--- config.mk ---
export PLATFORM = sky130hd
export DESIGN_NAME = saes_key_expand
export DESIGN_NICKNAME = d
export VERILOG_FILES = /design/src/rtl/saes_pkg.sv /design/src/rtl/saes_g_func.sv /design/src/rtl/saes_key_expand.sv
export SDC_FILE = /design/constraint.sdc
export NUM_CORES = 1
export LEC_CHECK = 0
export BUFFER_PORTS_ARGS = -buffer_cell sky130_fd_sc_hd__buf_4
export CAP_MARGIN = 30
export CORE_MARGIN = 5
export CORE_UTILIZATION = 49
export DETAILED_ROUTE_END_ITERATION = 7
export GPL_TIMING_DRIVEN = 0
export PLACE_DENSITY_LB_ADDON = 0.15
export SLEW_MARGIN = 20
export SYNTH_ARGS = -nofsm -noshare
export SYNTH_HDL_FRONTEND = slang
export SYNTH_SLANG_ARGS = --single-unit
--- constraint.sdc ---
create_clock -name i_clk -period 2.76 [get_ports i_clk]
set_clock_uncertainty 0.05 [all_clocks]
set_input_delay 0.552 -clock i_clk [delete_from_list [all_inputs] [get_ports i_clk]]
set_output_delay 0.552 -clock i_clk [all_outputs]
set_load 0.005 [all_outputs]
--- src/rtl/saes_pkg.sv ---
// Shared S-AES key-expansion definitions: nibble S-box, nibble helpers, round constants
// and the expansion FSM state type.
package saes_pkg;

    localparam logic [7:0] RCON1_DEF = 8'h80;
    localparam logic [7:0] RCON2_DEF = 8'h30;

    localparam logic [3:0] SBOX [16] = '{
        4'h9, 4'h4, 4'hA, 4'hB, 4'hD, 4'h1, 4'h8, 4'h5,
        4'h6, 4'h2, 4'h0, 4'h3, 4'hC, 4'hE, 4'hF, 4'h7
    };

    typedef enum logic [2:0] {
        StIdle,
        StEmit0,
        StEmit1,
        StEmit2,
        StFin
    } state_e;

    function automatic logic [7:0] sub_nib(input logic [7:0] x);
        return {SBOX[x[7:4]], SBOX[x[3:0]]};
    endfunction

    function automatic logic [7:0] rot_nib(input logic [7:0] x);
        return {x[3:0], x[7:4]};
    endfunction

endpackage

--- src/rtl/saes_g_func.sv ---
// S-AES key-schedule g function: nibble rotate, nibble substitute, then round-constant XOR.
module saes_g_func
    import saes_pkg::*;
(
    input  logic [7:0] i_word,
    input  logic [7:0] i_rcon,
    output logic [7:0] o_word
);

    assign o_word = sub_nib(rot_nib(i_word)) ^ i_rcon;

endmodule

--- src/rtl/saes_key_expand.sv ---
// Sequential S-AES key expansion: streams K0/K1/K2 over valid/ready and latches all three.
module saes_key_expand
    import saes_pkg::*;
#(
    parameter logic [7:0] RCON1 = RCON1_DEF,
    parameter logic [7:0] RCON2 = RCON2_DEF
) (
    input  logic        i_clk,
    input  logic        i_rst_n,
    input  logic        i_start,
    input  logic [15:0] i_key_in,
    output logic        o_busy,
    output logic        o_rk_valid,
    input  logic        i_rk_ready,
    output logic [1:0]  o_rk_idx,
    output logic [15:0] o_round_key,
    output logic [15:0] o_key0,
    output logic [15:0] o_key1,
    output logic [15:0] o_key2,
    output logic        o_keys_valid,
    output logic        o_done
);

    state_e      r_state;
    state_e      w_state_d;
    logic [15:0] r_key0;
    logic [15:0] r_key1;
    logic [15:0] r_key2;
    logic [15:0] r_round_key;
    logic [1:0]  r_rk_idx;
    logic        r_busy;
    logic        r_rk_valid;
    logic        r_keys_valid;
    logic        r_done;

    logic [15:0] w_src;
    logic [7:0]  w_rcon;
    logic [7:0]  w_g_out;
    logic [7:0]  w_hi;
    logic [15:0] w_next_key;
    logic        w_accept;

    // One g instance serves both rounds: K0 feeds K1 in EMIT0, K1 feeds K2 in EMIT1.
    always_comb begin
        w_src  = r_key0;
        w_rcon = RCON1;
        if (r_state == StEmit1) begin
            w_src  = r_key1;
            w_rcon = RCON2;
        end
    end

    saes_g_func u_g_func (
        .i_word (w_src[7:0]),
        .i_rcon (w_rcon),
        .o_word (w_g_out)
    );

    assign w_hi       = w_src[15:8] ^ w_g_out;
    assign w_next_key = {w_hi, w_hi ^ w_src[7:0]};
    assign w_accept   = r_rk_valid & i_rk_ready;

    always_comb begin
        w_state_d = r_state;
        unique case (r_state)
            StIdle:  if (i_start) w_state_d = StEmit0;
            StEmit0: if (w_accept) w_state_d = StEmit1;
            StEmit1: if (w_accept) w_state_d = StEmit2;
            StEmit2: if (w_accept) w_state_d = StFin;
            StFin:   w_state_d = StIdle;
            default: w_state_d = StIdle;
        endcase
    end

    always_ff @(posedge i_clk or negedge i_rst_n) begin
        if (!i_rst_n) begin
            r_state <= StIdle;
        end else begin
            r_state <= w_state_d;
        end
    end

    always_ff @(posedge i_clk or negedge i_rst_n) begin
        if (!i_rst_n) begin
            r_key0       <= '0;
            r_key1       <= '0;
            r_key2       <= '0;
            r_round_key  <= '0;
            r_rk_idx     <= '0;
            r_busy       <= 1'b0;
            r_rk_valid   <= 1'b0;
            r_keys_valid <= 1'b0;
            r_done       <= 1'b0;
        end else begin
            r_done <= 1'b0;
            case (r_state)
                StIdle: begin
                    if (i_start) begin
                        r_key0       <= i_key_in;
                        r_round_key  <= i_key_in;
                        r_rk_idx     <= 2'd0;
                        r_rk_valid   <= 1'b1;
                        r_busy       <= 1'b1;
                        r_keys_valid <= 1'b0;
                    end
                end
                StEmit0: begin
                    r_key1 <= w_next_key;
                    if (w_accept) begin
                        r_round_key <= w_next_key;
                        r_rk_idx    <= 2'd1;
                    end
                end
                StEmit1: begin
                    r_key2 <= w_next_key;
                    if (w_accept) begin
                        r_round_key <= w_next_key;
                        r_rk_idx    <= 2'd2;
                    end
                end
                StEmit2: begin
                    if (w_accept) begin
                        r_rk_valid <= 1'b0;
                        r_done     <= 1'b1;
                    end
                end
                StFin: begin
                    r_busy       <= 1'b0;
                    r_keys_valid <= 1'b1;
                end
                default: ;
            endcase
        end
    end

    assign o_busy       = r_busy;
    assign o_rk_valid   = r_rk_valid;
    assign o_rk_idx     = r_rk_idx;
    assign o_round_key  = r_round_key;
    assign o_key0       = r_key0;
    assign o_key1       = r_key1;
    assign o_key2       = r_key2;
    assign o_keys_valid = r_keys_valid;
    assign o_done       = r_done;

endmodule

==> impl_metrics.prom, run 1 <==
# TYPE chip_impl_metric gauge
chip_impl_info{name="timing.hold.worst.class",value="input port to async pin"} 1
chip_impl_metric{name="synth-compound-area-share",unit="%"} 17.14
chip_impl_metric{name="net_switching_fraction_of_the_power",unit="%"} 46.31
chip_impl_info{name="synth_flop_cell",value="sky130_fd_sc_hd__dfrtp_1"} 1
chip_impl_metric{name="numCtsBuffers",unit=""} 9
chip_impl_metric{name="detailedRoute.firstIterationViolations",unit=""} 217
chip_impl_metric{name="synthCells",unit=""} 431
chip_impl_metric{name="gr-usage-all-layers",unit="%"} 24.09
chip_impl_metric{name="path_clk_slew",unit="ns"} 0.08
chip_impl_metric{name="power_report.internal_total",unit="mW"} 4.613
chip_impl_metric{name="critPathMaxStageDelay",unit="ns"} 0.42
chip_impl_info{name="worstSetupEndpointType",value="flop"} 1
chip_impl_metric{name="h-tree-depth",unit=""} 3
chip_impl_metric{name="total_switching_power",unit="mW"} 3.978
chip_impl_metric{name="firstDrtPassIters",unit=""} 5
chip_impl_metric{name="seq_area_frac_synth",unit="%"} 47.20
chip_impl_info{name="outcome",value="completed"} 1
chip_impl_metric{name="synth_seq_cells",unit=""} 73
chip_impl_metric{name="post_synth_and_or_nand_nor_area_fraction",unit="%"} 19.20
chip_impl_metric{name="maxSlewHeadroom",unit="%"} 54.10
chip_impl_metric{name="place.detailed.hpwl",unit="um"} 8094
chip_impl_metric{name="synthXorXnorAreaFrac",unit="%"} 6.466
chip_impl_metric{name="ant_nets",unit=""} 0
chip_impl_metric{name="tightestPinTransition",unit="ns"} 0.6694
chip_impl_metric{name="clkLatencyLatePin",unit="ns"} 0.37
chip_impl_metric{name="synthArstFlopShare",unit="%"} 100.0
chip_impl_metric{name="post_drt_wl_per_cell",unit="um"} 17.75
chip_impl_metric{name="design.die.area",unit="mm2"} 0.009775
chip_impl_metric{name="pin_count_of_the_biggest_net_entering_global_routing",unit=""} 74
chip_impl_metric{name="start_util",unit="%"} 50.08
chip_impl_info{name="category_of_the_critical_setup_timing_path",value="flop to flop"} 1
chip_impl_metric{name="worst-path-buf-inv",unit=""} 4
chip_impl_metric{name="vias_in_the_first_global_route",unit=""} 3601
chip_impl_metric{name="crit_arrival",unit="ns"} 2.85
chip_impl_metric{name="cts_sinks",unit=""} 73
chip_impl_metric{name="grt_first_pass_wirelength",unit="um"} 18640
chip_impl_metric{name="detailroute.via_count",unit=""} 3685
chip_impl_metric{name="adder_cell_area_share_of_the_yosys_netlist",unit="%"} 0.9053
chip_impl_metric{name="p_leak",unit="nW"} 2.472
chip_impl_metric{name="layout_setup_ws",unit="ns"} 0.09456
chip_impl_metric{name="n_fill_cell",unit=""} 633
chip_impl_info{name="critical_path_source_type",value="flop"} 1
chip_impl_metric{name="power.ir.vdd_worst",unit="mV"} 0.6811
chip_impl_metric{name="design_power_total",unit="mW"} 8.591
chip_impl_metric{name="power.clock.fraction",unit="%"} 11.4
chip_impl_info{name="crit_family",value="simple AND/OR/NAND/NOR gates"} 1
chip_impl_metric{name="post_synth_num_cell_types",unit=""} 55
chip_impl_info{name="cts_tree",value="done"} 1
chip_impl_metric{name="place_congestion",unit=""} 0.9049
chip_impl_metric{name="register_to_register_path_setup_slack",unit="ns"} 0.09
chip_impl_info{name="grt_max_usage_layer",value="met2"} 1
chip_impl_metric{name="max_freq",unit="GHz"} 0.3752
chip_impl_metric{name="wl",unit="um"} 11610
chip_impl_metric{name="detail_route.drc_violations",unit=""} 0
chip_impl_metric{name="synth.yosys.warnings",unit=""} 0
chip_impl_metric{name="grt_antenna_before_repair",unit=""} 0
chip_impl_metric{name="detail_route.vias_per_cell",unit=""} 5.635
chip_impl_info{name="main_combinational_cell_family_by_area_after_synthesis",value="simple AND/OR/NAND/NOR gates"} 1
chip_impl_metric{name="muxShareOfSynthArea",unit="%"} 4.235
chip_impl_metric{name="coreArea",unit="mm2"} 0.007727
chip_impl_metric{name="buffers_added_on_ports",unit=""} 89
chip_impl_metric{name="number_of_hold_buffers_added_after_cts",unit=""} 0
chip_impl_metric{name="global_route.usage.met3",unit="%"} 6.794
chip_impl_metric{name="sequentialPowerShare",unit="%"} 24.0
chip_impl_metric{name="max_cap_viols",unit=""} 0
chip_impl_metric{name="globalRouteMet1Util",unit="%"} 32.55
chip_impl_metric{name="design.portCount",unit=""} 90
chip_impl_metric{name="grt-ovfl-total",unit=""} 0
chip_impl_metric{name="die_height",unit="um"} 98.87
chip_impl_metric{name="fp-row-count",unit=""} 32
chip_impl_metric{name="power-per-cell-area",unit="mW/mm2"} 1661
chip_impl_metric{name="syn_area_per_cell",unit="um2"} 8.979
chip_impl_metric{name="cts_max_path_buffers",unit=""} 2
chip_impl_metric{name="antenna-diode-count",unit=""} 0
chip_impl_metric{name="synth_nets",unit=""} 453
chip_impl_info{name="timing.critical_path.cells",value="buf_6 > or3b_4 > buf_8 > buf_8 > nand2_4 > nand2_4 > ha_4 > inv_1 > mux2i_4 > nand3_2 > o211ai_4 > xnor2_2 > o211ai_1"} 1
chip_impl_info{name="cts.root.buffer_cell",value="sky130_fd_sc_hd__clkbuf_8"} 1
chip_impl_metric{name="areaGrowthSynthToFinish",unit="%"} 33.62
chip_impl_metric{name="hold_viol",unit=""} 0
chip_impl_metric{name="netlist_area",unit="mm2"} 0.003870
chip_impl_metric{name="worstPathRequired",unit="ns"} 2.94
chip_impl_info{name="critical-path-slowest-cell",value="sky130_fd_sc_hd__or3b_4"} 1
chip_impl_metric{name="power_frac_comb",unit="%"} 64.6
chip_impl_metric{name="final_net_count",unit=""} 569
chip_impl_metric{name="synth_enable_flop_cells",unit=""} 0
chip_impl_metric{name="max_slew_violation_count",unit=""} 0
chip_impl_metric{name="grt.met2_usage",unit="%"} 36.73
chip_impl_metric{name="finalSetupViolations",unit=""} 0
chip_impl_metric{name="die_w",unit="um"} 98.87
chip_impl_metric{name="dpl_worst_slack",unit="ns"} -0.6826
chip_impl_metric{name="finalCritPeriodShare",unit="%"} 96.57
chip_impl_metric{name="drive_above_1_share",unit="%"} 28.62
chip_impl_metric{name="worstPathMaxFanout",unit=""} 7
chip_impl_metric{name="fin_crit",unit="ns"} 2.665
## repair_timing
action	CTS	global route
resized for setup	14	14
setup endpoints to repair	22	19
pin swaps	7	7
buffers inserted	5	10
## path summary, 6_finish.rpt
kind                        startpoint             end  depth (start not counted)
hold reg to reg              o_key2[8]       o_key2[8]                          2
setup / recovery            r_state[0]  o_round_key[4]                         13
setup reg to reg            r_state[0]  o_round_key[4]                         13
hold / removal                 i_rst_n      o_key2[15]                          1
min in group i_clk         i_key_in[9]       o_key0[9]                          3
max in group asynchronous      i_rst_n      o_key1[14]                          2
## power groups by stage
stage / registers, mW / logic [mW] / clock network, mW
finish: 2.06 / 5.55 / 0.976
global route: 2.13 / 6.04 / 1.03
CTS: 2.04 / 5.25 / 0.977
detailed placement: 2.06 / 4.83 / 0
global placement: 2.04 / 4.74 / 0
floorplan: 2.00 / 3.02 / 0
## per-stage QoR
stage / setup TNS (ns) / instance area (um2) / hold WS (ns) / utilization, % / cells
after global routing: -0.04387 / 5171 / 0.09643 / 66.92 / 654
after global placement: -7.270 / 4666 / 0.4147 / 60.38 / 622
after CTS: 0 / 5021 / 0.3126 / 64.98 / 643
after detailed placement: -7.427 / 4666 / 0.4148 / 60.38 / 622
after floorplan: 0 / 3870 / 0.2064 / - / 431
final: 0 / 5171 / 0.06477 / 66.92 / 654
## layer usage
layer  wire length (um)  part of all wire (%)
met1               4919                    42
met5                  0                     0
met2               5333                    46
met3               1012                   8.7
met4                342                   2.9
## synthesized netlist by cell type, types with 2 or more instances
master / count / area, um2
sky130_fd_sc_hd__mux2i_1: 13 / 130.1
sky130_fd_sc_hd__o211ai_1: 4 / 30.03
sky130_fd_sc_hd__nand3_1: 12 / 60.06
sky130_fd_sc_hd__a22oi_1: 3 / 22.52
sky130_fd_sc_hd__and3_1: 2 / 12.51
sky130_fd_sc_hd__or3b_2: 2 / 17.52
sky130_fd_sc_hd__buf_2: 3 / 15.01
sky130_fd_sc_hd__nor2_1: 23 / 86.33
sky130_fd_sc_hd__nand2_1: 90 / 337.8
sky130_fd_sc_hd__a21oi_1: 30 / 150.1
sky130_fd_sc_hd__nand2b_1: 7 / 43.79
sky130_fd_sc_hd__nor3b_1: 4 / 30.03
sky130_fd_sc_hd__o21ai_0: 45 / 225.2
sky130_fd_sc_hd__nor3_1: 6 / 30.03
sky130_fd_sc_hd__xnor2_1: 15 / 131.4
sky130_fd_sc_hd__xnor2_2: 3 / 48.80
sky130_fd_sc_hd__o21a_1: 2 / 15.01
sky130_fd_sc_hd__ha_1: 2 / 25.02
sky130_fd_sc_hd__o311ai_0: 2 / 17.52
sky130_fd_sc_hd__clkbuf_1: 24 / 90.09
sky130_fd_sc_hd__inv_1: 10 / 37.54
sky130_fd_sc_hd__buf_6: 3 / 33.78
sky130_fd_sc_hd__or4_1: 3 / 22.52
sky130_fd_sc_hd__a21o_1: 9 / 67.56
sky130_fd_sc_hd__dfrtp_1: 73 / 1827
sky130_fd_sc_hd__nand4_1: 3 / 18.77
sky130_fd_sc_hd__xor2_1: 8 / 70.07
sky130_fd_sc_hd__a211oi_1: 2 / 15.01
sky130_fd_sc_hd__or3_1: 2 / 12.51
## state kept, by name, indices dropped and copies added, names as in the netlist
signal and flops:
o_done 1, o_key2 16, o_key0 16, o_rk_valid 1
o_busy 1, o_rk_idx 2, o_key1 16, o_round_key 16
o_keys_valid 1, r_state 3
## cell families after synthesis
logic type / Yosys count
simple gates: 161
compound gates: 111
flops: 73
buf+inv: 42
xor+xnor: 26
mux: 15
fa+ha+maj: 3
## final cells by class
class                      instances  area (um2)  area share, %
clock inverter                     4       75.07          1.452
multi-input combinational        316        1977          38.23
tap                              102       127.6          2.468
buffer                            32       163.9          3.170
inverter                          10       37.54         0.7259
clock buffer                      12       155.1          3.000
timing repair buffer             105       808.3          15.63
sequential                        73        1827          35.33
## layout by cell type (no fill, tap or decap), types with 3 or more instances in the layout
cell type,count
sky130_fd_sc_hd__o21ai_0,43
sky130_fd_sc_hd__buf_4,106
sky130_fd_sc_hd__o211ai_1,4
sky130_fd_sc_hd__a22oi_1,3
sky130_fd_sc_hd__xnor2_1,12
sky130_fd_sc_hd__nand4_1,3
sky130_fd_sc_hd__or4_1,3
sky130_fd_sc_hd__xnor2_2,5
sky130_fd_sc_hd__nor3_1,6
sky130_fd_sc_hd__clkbuf_8,11
sky130_fd_sc_hd__xor2_1,7
sky130_fd_sc_hd__nor2_1,23
sky130_fd_sc_hd__a21o_1,9
sky130_fd_sc_hd__o21ai_1,3
sky130_fd_sc_hd__inv_1,9
sky130_fd_sc_hd__nor3b_1,4
sky130_fd_sc_hd__mux2i_1,10
sky130_fd_sc_hd__nand2b_1,7
sky130_fd_sc_hd__nand3_1,11
sky130_fd_sc_hd__nand2_1,88
sky130_fd_sc_hd__dfrtp_1,73
sky130_fd_sc_hd__a21oi_1,29
sky130_fd_sc_hd__clkbuf_1,24
No activity file was read; power rests on OpenSTA's default activity.
==> run 2, diff against run 1 <==
--- a/config.mk
+++ b/config.mk
@@ -8,7 +8,8 @@
 export BUFFER_PORTS_ARGS = -buffer_cell sky130_fd_sc_hd__buf_4
 export CAP_MARGIN = 30
 export CORE_MARGIN = 5
-export CORE_UTILIZATION = 49
+export CORE_UTILIZATION = 50
+export CTS_BUF_LIST = sky130_fd_sc_hd__clkbuf_2 sky130_fd_sc_hd__clkbuf_4 sky130_fd_sc_hd__clkbuf_8
 export DETAILED_ROUTE_END_ITERATION = 7
 export GPL_TIMING_DRIVEN = 0
 export PLACE_DENSITY_LB_ADDON = 0.15
==> run 2 against run 1 <==
First-iteration DRC count shrank 11%; routed wire length grew 2.0%; design area shrank 0.27%; critical path depth is the same; sequential share of layout area grew 0.12 points; final cell count grew 0.15%; register-to-register slack lost 0.06 ns; count of clock-buffer cells in the layout shrank 1; via count grew 1.8%; hold slack lost 0.0032 ns; flip-flop and latch count is the same; die area shrank 1.8%; critical path type unchanged; critical endpoint is now o_key2[6].
==> impl_metrics.prom, run 2 (synthesis results as in run 1) <==
# TYPE chip_impl_metric gauge
chip_impl_metric{name="buffers_added_on_ports",unit=""} 89
chip_impl_info{name="layout.cells.most_common",value="sky130_fd_sc_hd__buf_4"} 1
chip_impl_info{name="most-common-layout-cells",value="sky130_fd_sc_hd__buf_4 (104), sky130_fd_sc_hd__nand2_1 (88), sky130_fd_sc_hd__dfrtp_1 (72)"} 1
chip_impl_metric{name="detail_route.vias_per_cell",unit=""} 5.725
chip_impl_metric{name="fp-row-count",unit=""} 32
chip_impl_info{name="worstSetupEndpointType",value="flop"} 1
chip_impl_metric{name="die_w",unit="um"} 97.98
chip_impl_metric{name="drive_above_1_share",unit="%"} 28.93
chip_impl_metric{name="gr-usage-all-layers",unit="%"} 24.83
chip_impl_metric{name="postPlaceCellArea",unit="mm2"} 0.004666
chip_impl_metric{name="worstPathRequired",unit="ns"} 3.00
chip_impl_metric{name="critPathMaxStageDelay",unit="ns"} 0.40
chip_impl_metric{name="max_slew_violation_count",unit=""} 0
chip_impl_metric{name="numCtsBuffers",unit=""} 9
chip_impl_metric{name="cts_sinks",unit=""} 73
chip_impl_metric{name="detail_route.drc_violations",unit=""} 0
chip_impl_metric{name="grt_first_pass_wirelength",unit="um"} 19030
chip_impl_metric{name="final_net_count",unit=""} 570
chip_impl_metric{name="crit_arrival",unit="ns"} 2.97
chip_impl_metric{name="areaGrowthSynthToFinish",unit="%"} 33.27
chip_impl_metric{name="grt-ovfl-total",unit=""} 0
chip_impl_metric{name="design.portCount",unit=""} 90
chip_impl_info{name="critical_path_source_type",value="flop"} 1
chip_impl_metric{name="wl",unit="um"} 11840
chip_impl_metric{name="firstDrtPassIters",unit=""} 5
chip_impl_metric{name="clkLatencyLatePin",unit="ns"} 0.36
chip_impl_info{name="outcome",value="completed"} 1
chip_impl_metric{name="max_cap_viols",unit=""} 0
chip_impl_metric{name="coreArea",unit="mm2"} 0.007647
chip_impl_info{name="critical-path-slowest-cell",value="sky130_fd_sc_hd__or3b_4"} 1
chip_impl_metric{name="pin_count_of_the_biggest_net_entering_global_routing",unit=""} 74
chip_impl_metric{name="antenna-diode-count",unit=""} 0
chip_impl_info{name="cts.root.buffer_cell",value="sky130_fd_sc_hd__clkbuf_8"} 1
chip_impl_metric{name="place_congestion",unit=""} 0.9006
chip_impl_metric{name="worst-path-buf-inv",unit=""} 4
chip_impl_metric{name="tightestPinTransition",unit="ns"} 0.7234
chip_impl_metric{name="worstPathMaxFanout",unit=""} 10
chip_impl_metric{name="fin_area",unit="mm2"} 0.005157
chip_impl_metric{name="die_height",unit="um"} 97.98
chip_impl_metric{name="start_util",unit="%"} 50.61
chip_impl_metric{name="cts_max_path_buffers",unit=""} 2
chip_impl_metric{name="fin_crit",unit="ns"} 2.723
chip_impl_metric{name="vias_in_the_first_global_route",unit=""} 3632
chip_impl_metric{name="detailedRoute.firstIterationViolations",unit=""} 194
chip_impl_info{name="timing.hold.worst.class",value="input port to async pin"} 1
chip_impl_info{name="crit_family",value="simple AND/OR/NAND/NOR gates"} 1
chip_impl_metric{name="finalSetupViolations",unit=""} 0
chip_impl_metric{name="design.die.area",unit="mm2"} 0.009599
chip_impl_metric{name="max_freq",unit="GHz"} 0.3673
chip_impl_metric{name="detailroute.via_count",unit=""} 3750
chip_impl_metric{name="h-tree-depth",unit=""} 3
chip_impl_info{name="timing.critical_path.cells",value="buf_6 > or3b_4 > buf_8 > buf_6 > nand2_4 > nand2_4 > ha_4 > a21oi_2 > nor3_2 > xnor2_2 > buf_4 > or3_1 > nand3_1"} 1
chip_impl_metric{name="ant_nets",unit=""} 0
chip_impl_metric{name="grt_antenna_before_repair",unit=""} 0
chip_impl_metric{name="hold_viol",unit=""} 0
chip_impl_metric{name="finalCritPeriodShare",unit="%"} 98.66
chip_impl_metric{name="maxSlewHeadroom",unit="%"} 51.27
chip_impl_info{name="category_of_the_critical_setup_timing_path",value="flop to flop"} 1
chip_impl_metric{name="path_clk_slew",unit="ns"} 0.08
chip_impl_metric{name="fin_util",unit="%"} 67.44
chip_impl_info{name="cts_tree",value="done"} 1
chip_impl_metric{name="place.detailed.hpwl",unit="um"} 8075
chip_impl_metric{name="post_drt_wl_per_cell",unit="um"} 18.08
==> run 2: cell types whose count changed in the layout (fill, tap and decap cells not counted), sizes merged <==
cell      change
buf           +1
clkinv        +4
bufinv        -2
clkinvlp      -1
clkbuf        -1
==> run 2: repair_timing <==
action / in CTS / in global routing
endpoints found under the setup margin: 23 / 13
resized for setup: 16 / 14
pin swaps: 7 / 8
hold buffers: 0 / 0
endpoints found under the hold margin: 0 / 0
buffers inserted: 12 / 4
==> run 2: area by class of cell <==
type | instances | area [um2]
Buffer | 32 | 160.2
Clock buffer | 11 | 145.1
Clock inverter | 5 | 31.28
Fill cell | 640 | 2490
Inverter | 10 | 37.54
Multi-Input combinational cell | 316 | 1999
Sequential cell | 73 | 1828
Tap cell | 102 | 127.6
Timing Repair Buffer | 106 | 828.3
==> run 2: metal layers <==
metal / up-vias / wire (um) / track usage, %
met5: - / 0 / 0
met2: 220 / 5451 / 38.43
met4: 0 / 340 / 10.54
met1: 1793 / 5030 / 33.58
li1: 1706 / - / -
met3: 31 / 1021 / 5.714
==> run 2: path summary, 6_finish.rpt <==
path / from / to / slack, ns / depth (start not counted)
worst max-delay path: r_state[0] / o_key2[6] / 0.04 / 13
worst min-delay path: i_rst_n / o_key0[15] / 0.06 / 1
worst max register to register: r_state[0] / o_key2[6] / 0.04 / 13
worst min register to register: o_key2[6] / o_key2[6] / 0.44 / 2
max in group asynchronous: i_rst_n / o_key2[10] / 2.04 / 2
min in group i_clk: i_rk_ready / r_state[0] / 0.34 / 2
==> run 2: through the flow <==
| step | instances | hold slack (ns) | setup slack, ns | setup TNS [ns] |
|---|---|---|---|---|
| 4_1_cts | 650 | 0.3155 | 0.02027 | 0 |
| 6_report | 655 | 0.06155 | 0.03710 | 0 |
| 2_1_floorplan | 431 | 0.2064 | 0.1552 | 0 |
| 3_3_place_gp | 622 | 0.4133 | -0.6164 | -6.776 |
| 5_1_grt | 655 | 0.09655 | -0.02307 | -0.06400 |
| 3_5_place_dp | 622 | 0.4211 | -0.6416 | -8.159 |
Power of run 2 is left out: the tool's default activity adds up to more than one toggle a clock period on the data nets, which glitch-free logic cannot reach.
==> run 3, diff against run 2 <==
--- a/config.mk
+++ b/config.mk
@@ -8,8 +8,8 @@
 export BUFFER_PORTS_ARGS = -buffer_cell sky130_fd_sc_hd__buf_4
 export CAP_MARGIN = 30
 export CORE_MARGIN = 5
-export CORE_UTILIZATION = 50
-export CTS_BUF_LIST = sky130_fd_sc_hd__clkbuf_2 sky130_fd_sc_hd__clkbuf_4 sky130_fd_sc_hd__clkbuf_8
+export CORE_UTILIZATION = 49
+export CTS_BUF_LIST = sky130_fd_sc_hd__clkbuf_16
 export DETAILED_ROUTE_END_ITERATION = 7
 export GPL_TIMING_DRIVEN = 0
 export PLACE_DENSITY_LB_ADDON = 0.15
==> run 3 against run 2 <==
Non-clock buffer count is 2 lower; first-iteration DRC count grew 40%; via count down 0.35%; critical endpoint is now o_key1[7].
==> impl_metrics.prom, run 3 (synthesis results as in run 1) <==
# TYPE chip_impl_metric gauge
chip_impl_info{name="outcome",value="completed"} 1
chip_impl_metric{name="pin_count_of_the_biggest_net_entering_global_routing",unit=""} 74
chip_impl_metric{name="postPlaceCellArea",unit="mm2"} 0.004666
chip_impl_metric{name="place.detailed.hpwl",unit="um"} 8094
chip_impl_metric{name="finalCritPeriodShare",unit="%"} 97.62
chip_impl_metric{name="critPathMaxStageDelay",unit="ns"} 0.42
chip_impl_metric{name="drive_above_1_share",unit="%"} 28.31
chip_impl_metric{name="max_cap_viols",unit=""} 0
chip_impl_metric{name="clkLatencyLatePin",unit="ns"} 0.34
chip_impl_metric{name="grt-ovfl-total",unit=""} 0
chip_impl_info{name="timing.critical_path.cells",value="buf_6 > or3b_4 > buf_8 > buf_8 > nand2_4 > nand2_4 > ha_1 > nand3b_1 > o21ai_4 > xnor2_4 > buf_12 > xor2_1 > o21ai_0"} 1
chip_impl_metric{name="place_congestion",unit=""} 0.9049
chip_impl_metric{name="n_fill_cell",unit=""} 621
chip_impl_metric{name="vias_in_the_first_global_route",unit=""} 3609
chip_impl_metric{name="h-tree-depth",unit=""} 3
chip_impl_metric{name="power-per-cell-area",unit="mW/mm2"} 1713
chip_impl_metric{name="numCtsBuffers",unit=""} 9
chip_impl_metric{name="start_util",unit="%"} 50.08
chip_impl_metric{name="grt_antenna_before_repair",unit=""} 0
chip_impl_info{name="critical-path-slowest-cell",value="sky130_fd_sc_hd__or3b_4"} 1
chip_impl_metric{name="fin_crit",unit="ns"} 2.694
chip_impl_metric{name="power.ir.vdd_worst",unit="mV"} 0.6840
chip_impl_metric{name="antenna-diode-count",unit=""} 0
chip_impl_metric{name="dpl_worst_slack",unit="ns"} -0.6826
chip_impl_metric{name="worstPathMaxFanout",unit=""} 10
chip_impl_info{name="most-common-layout-cells",value="sky130_fd_sc_hd__buf_4 (103), sky130_fd_sc_hd__nand2_1 (88), sky130_fd_sc_hd__dfrtp_1 (73)"} 1
chip_impl_metric{name="instances_no_fill",unit=""} 653
chip_impl_info{name="crit_family",value="simple AND/OR/NAND/NOR gates"} 1
chip_impl_metric{name="finalSetupViolations",unit=""} 0
chip_impl_metric{name="fp-row-count",unit=""} 32
chip_impl_metric{name="design.portCount",unit=""} 90
chip_impl_metric{name="layout_setup_ws",unit="ns"} 0.06555
chip_impl_info{name="worstSetupEndpointType",value="flop"} 1
chip_impl_info{name="cts_tree",value="done"} 1
chip_impl_metric{name="areaGrowthSynthToFinish",unit="%"} 36.05
chip_impl_metric{name="crit_arrival",unit="ns"} 2.84
chip_impl_metric{name="firstDrtPassIters",unit=""} 5
chip_impl_metric{name="path_clk_slew",unit="ns"} 0.06
chip_impl_metric{name="ant_nets",unit=""} 0
chip_impl_metric{name="tightestPinTransition",unit="ns"} 0.6758
chip_impl_metric{name="cts_max_path_buffers",unit=""} 2
chip_impl_metric{name="wl",unit="um"} 11740
chip_impl_metric{name="final_net_count",unit=""} 568
chip_impl_metric{name="maxSlewHeadroom",unit="%"} 54.47
chip_impl_metric{name="post_drt_wl_per_cell",unit="um"} 17.97
chip_impl_metric{name="cts_sinks",unit=""} 73
chip_impl_metric{name="die_height",unit="um"} 98.87
chip_impl_metric{name="number_of_hold_buffers_added_after_cts",unit=""} 0
chip_impl_metric{name="detailroute.via_count",unit=""} 3737
chip_impl_metric{name="sequentialPowerShare",unit="%"} 22.9
chip_impl_metric{name="detail_route.vias_per_cell",unit=""} 5.723
chip_impl_metric{name="detailedRoute.firstIterationViolations",unit=""} 272
chip_impl_metric{name="die_w",unit="um"} 98.87
chip_impl_metric{name="max_slew_violation_count",unit=""} 0
chip_impl_metric{name="worstPathRequired",unit="ns"} 2.91
chip_impl_metric{name="grt_first_pass_wirelength",unit="um"} 18900
chip_impl_info{name="category_of_the_critical_setup_timing_path",value="flop to flop"} 1
chip_impl_metric{name="total_switching_power",unit="mW"} 4.058
chip_impl_metric{name="power.clock.fraction",unit="%"} 13.6
chip_impl_metric{name="fin_util",unit="%"} 68.13
chip_impl_info{name="critical_path_source_type",value="flop"} 1
chip_impl_metric{name="p_leak",unit="nW"} 2.513
chip_impl_metric{name="design.die.area",unit="mm2"} 0.009775
chip_impl_metric{name="net_switching_fraction_of_the_power",unit="%"} 45.01
chip_impl_info{name="cts.root.buffer_cell",value="sky130_fd_sc_hd__clkbuf_16"} 1
chip_impl_metric{name="power_frac_comb",unit="%"} 63.4
chip_impl_metric{name="fin_area",unit="mm2"} 0.005265
chip_impl_metric{name="detail_route.drc_violations",unit=""} 0
chip_impl_info{name="timing.hold.worst.class",value="input port to async pin"} 1
chip_impl_metric{name="buffers_added_on_ports",unit=""} 89
chip_impl_metric{name="power_report.internal_total",unit="mW"} 4.958
chip_impl_metric{name="gr-usage-all-layers",unit="%"} 24.27
chip_impl_metric{name="hold_viol",unit=""} 0
chip_impl_info{name="layout.cells.most_common",value="sky130_fd_sc_hd__buf_4"} 1
chip_impl_metric{name="post-place-cells",unit=""} 622
chip_impl_metric{name="design_power_total",unit="mW"} 9.016
chip_impl_metric{name="worst-path-buf-inv",unit=""} 4
chip_impl_metric{name="max_freq",unit="GHz"} 0.3711
chip_impl_metric{name="coreArea",unit="mm2"} 0.007727
## run 3: per-stage QoR
stage          hold WS, ns  setup TNS (ns)
4_1_cts             0.3441               0
3_3_place_gp        0.4147          -7.270
3_5_place_dp        0.4148          -7.427
6_report           0.09173               0
2_1_floorplan       0.2064               0
5_1_grt             0.1318         -0.1296
## run 3: cell type report
cell class,instances,area (um2),area share [%]
flip-flops and latches,73,1827,34.70
clock buffers,9,225.2,4.278
well taps,102,127.6,2.424
plain buffers,32,163.9,3.113
repair buffers,104,813.3,15.45
inverters,10,37.54,0.7129
clock inverters,7,86.33,1.640
multi-input cells,316,1984,37.69
## run 3: worst paths after layout
check                                 start    endpoint  slack [ns]  depth (start not counted)
worst min register to register    o_key2[8]   o_key2[8]        0.42                          2
min in group i_clk              i_key_in[9]   o_key0[9]        0.37                          3
worst min-delay path                i_rst_n  o_key2[15]        0.09                          1
max in group asynchronous           i_rst_n  o_key1[14]        2.02                          2
worst max register to register   r_state[0]   o_key1[7]        0.07                         13
worst max-delay path             r_state[0]   o_key1[7]        0.07                         13
## run 3: power groups by stage
stage / clock (mW) / combinational [mW] / sequential (mW)
final: 1.23 / 5.72 / 2.07
after detailed placement: 0 / 4.83 / 2.06
after CTS: 1.23 / 5.25 / 2.05
after floorplan: 0 / 3.02 / 2.00
after global routing: 1.28 / 6.22 / 2.13
after global placement: 0 / 4.74 / 2.04
## run 3: timing repair
action / CTS / global route
setup endpoints to repair: 22 / 19
resized for setup: 14 / 14
pin swaps: 7 / 6
buffers inserted: 5 / 9
cloned: 0 / 0
## run 3: worst register-to-register path, cell delays in order (launching register included)
cell,delay (ns)
sky130_fd_sc_hd__dfrtp_1,0.38
sky130_fd_sc_hd__buf_6,0.14
sky130_fd_sc_hd__or3b_4,0.42
sky130_fd_sc_hd__buf_8,0.16
sky130_fd_sc_hd__buf_8,0.14
sky130_fd_sc_hd__nand2_4,0.07
sky130_fd_sc_hd__nand2_4,0.07
sky130_fd_sc_hd__ha_1,0.18
sky130_fd_sc_hd__nand3b_1,0.21
sky130_fd_sc_hd__o21ai_4,0.13
sky130_fd_sc_hd__xnor2_4,0.19
sky130_fd_sc_hd__buf_12,0.15
sky130_fd_sc_hd__xor2_1,0.17
sky130_fd_sc_hd__o21ai_0,0.09
## run 3: layer usage
| layer | GRT usage, % | up-vias | part of all wire (%) |
|---|---|---|---|
| met2 | 37.04 | 188 | 47 |
| met5 | 0 | - | 0 |
| met3 | 4.954 | 29 | 8.5 |
| met1 | 33.56 | 1812 | 42 |
| met4 | 10.40 | 0 | 2.1 |
| li1 | - | 1708 | - |
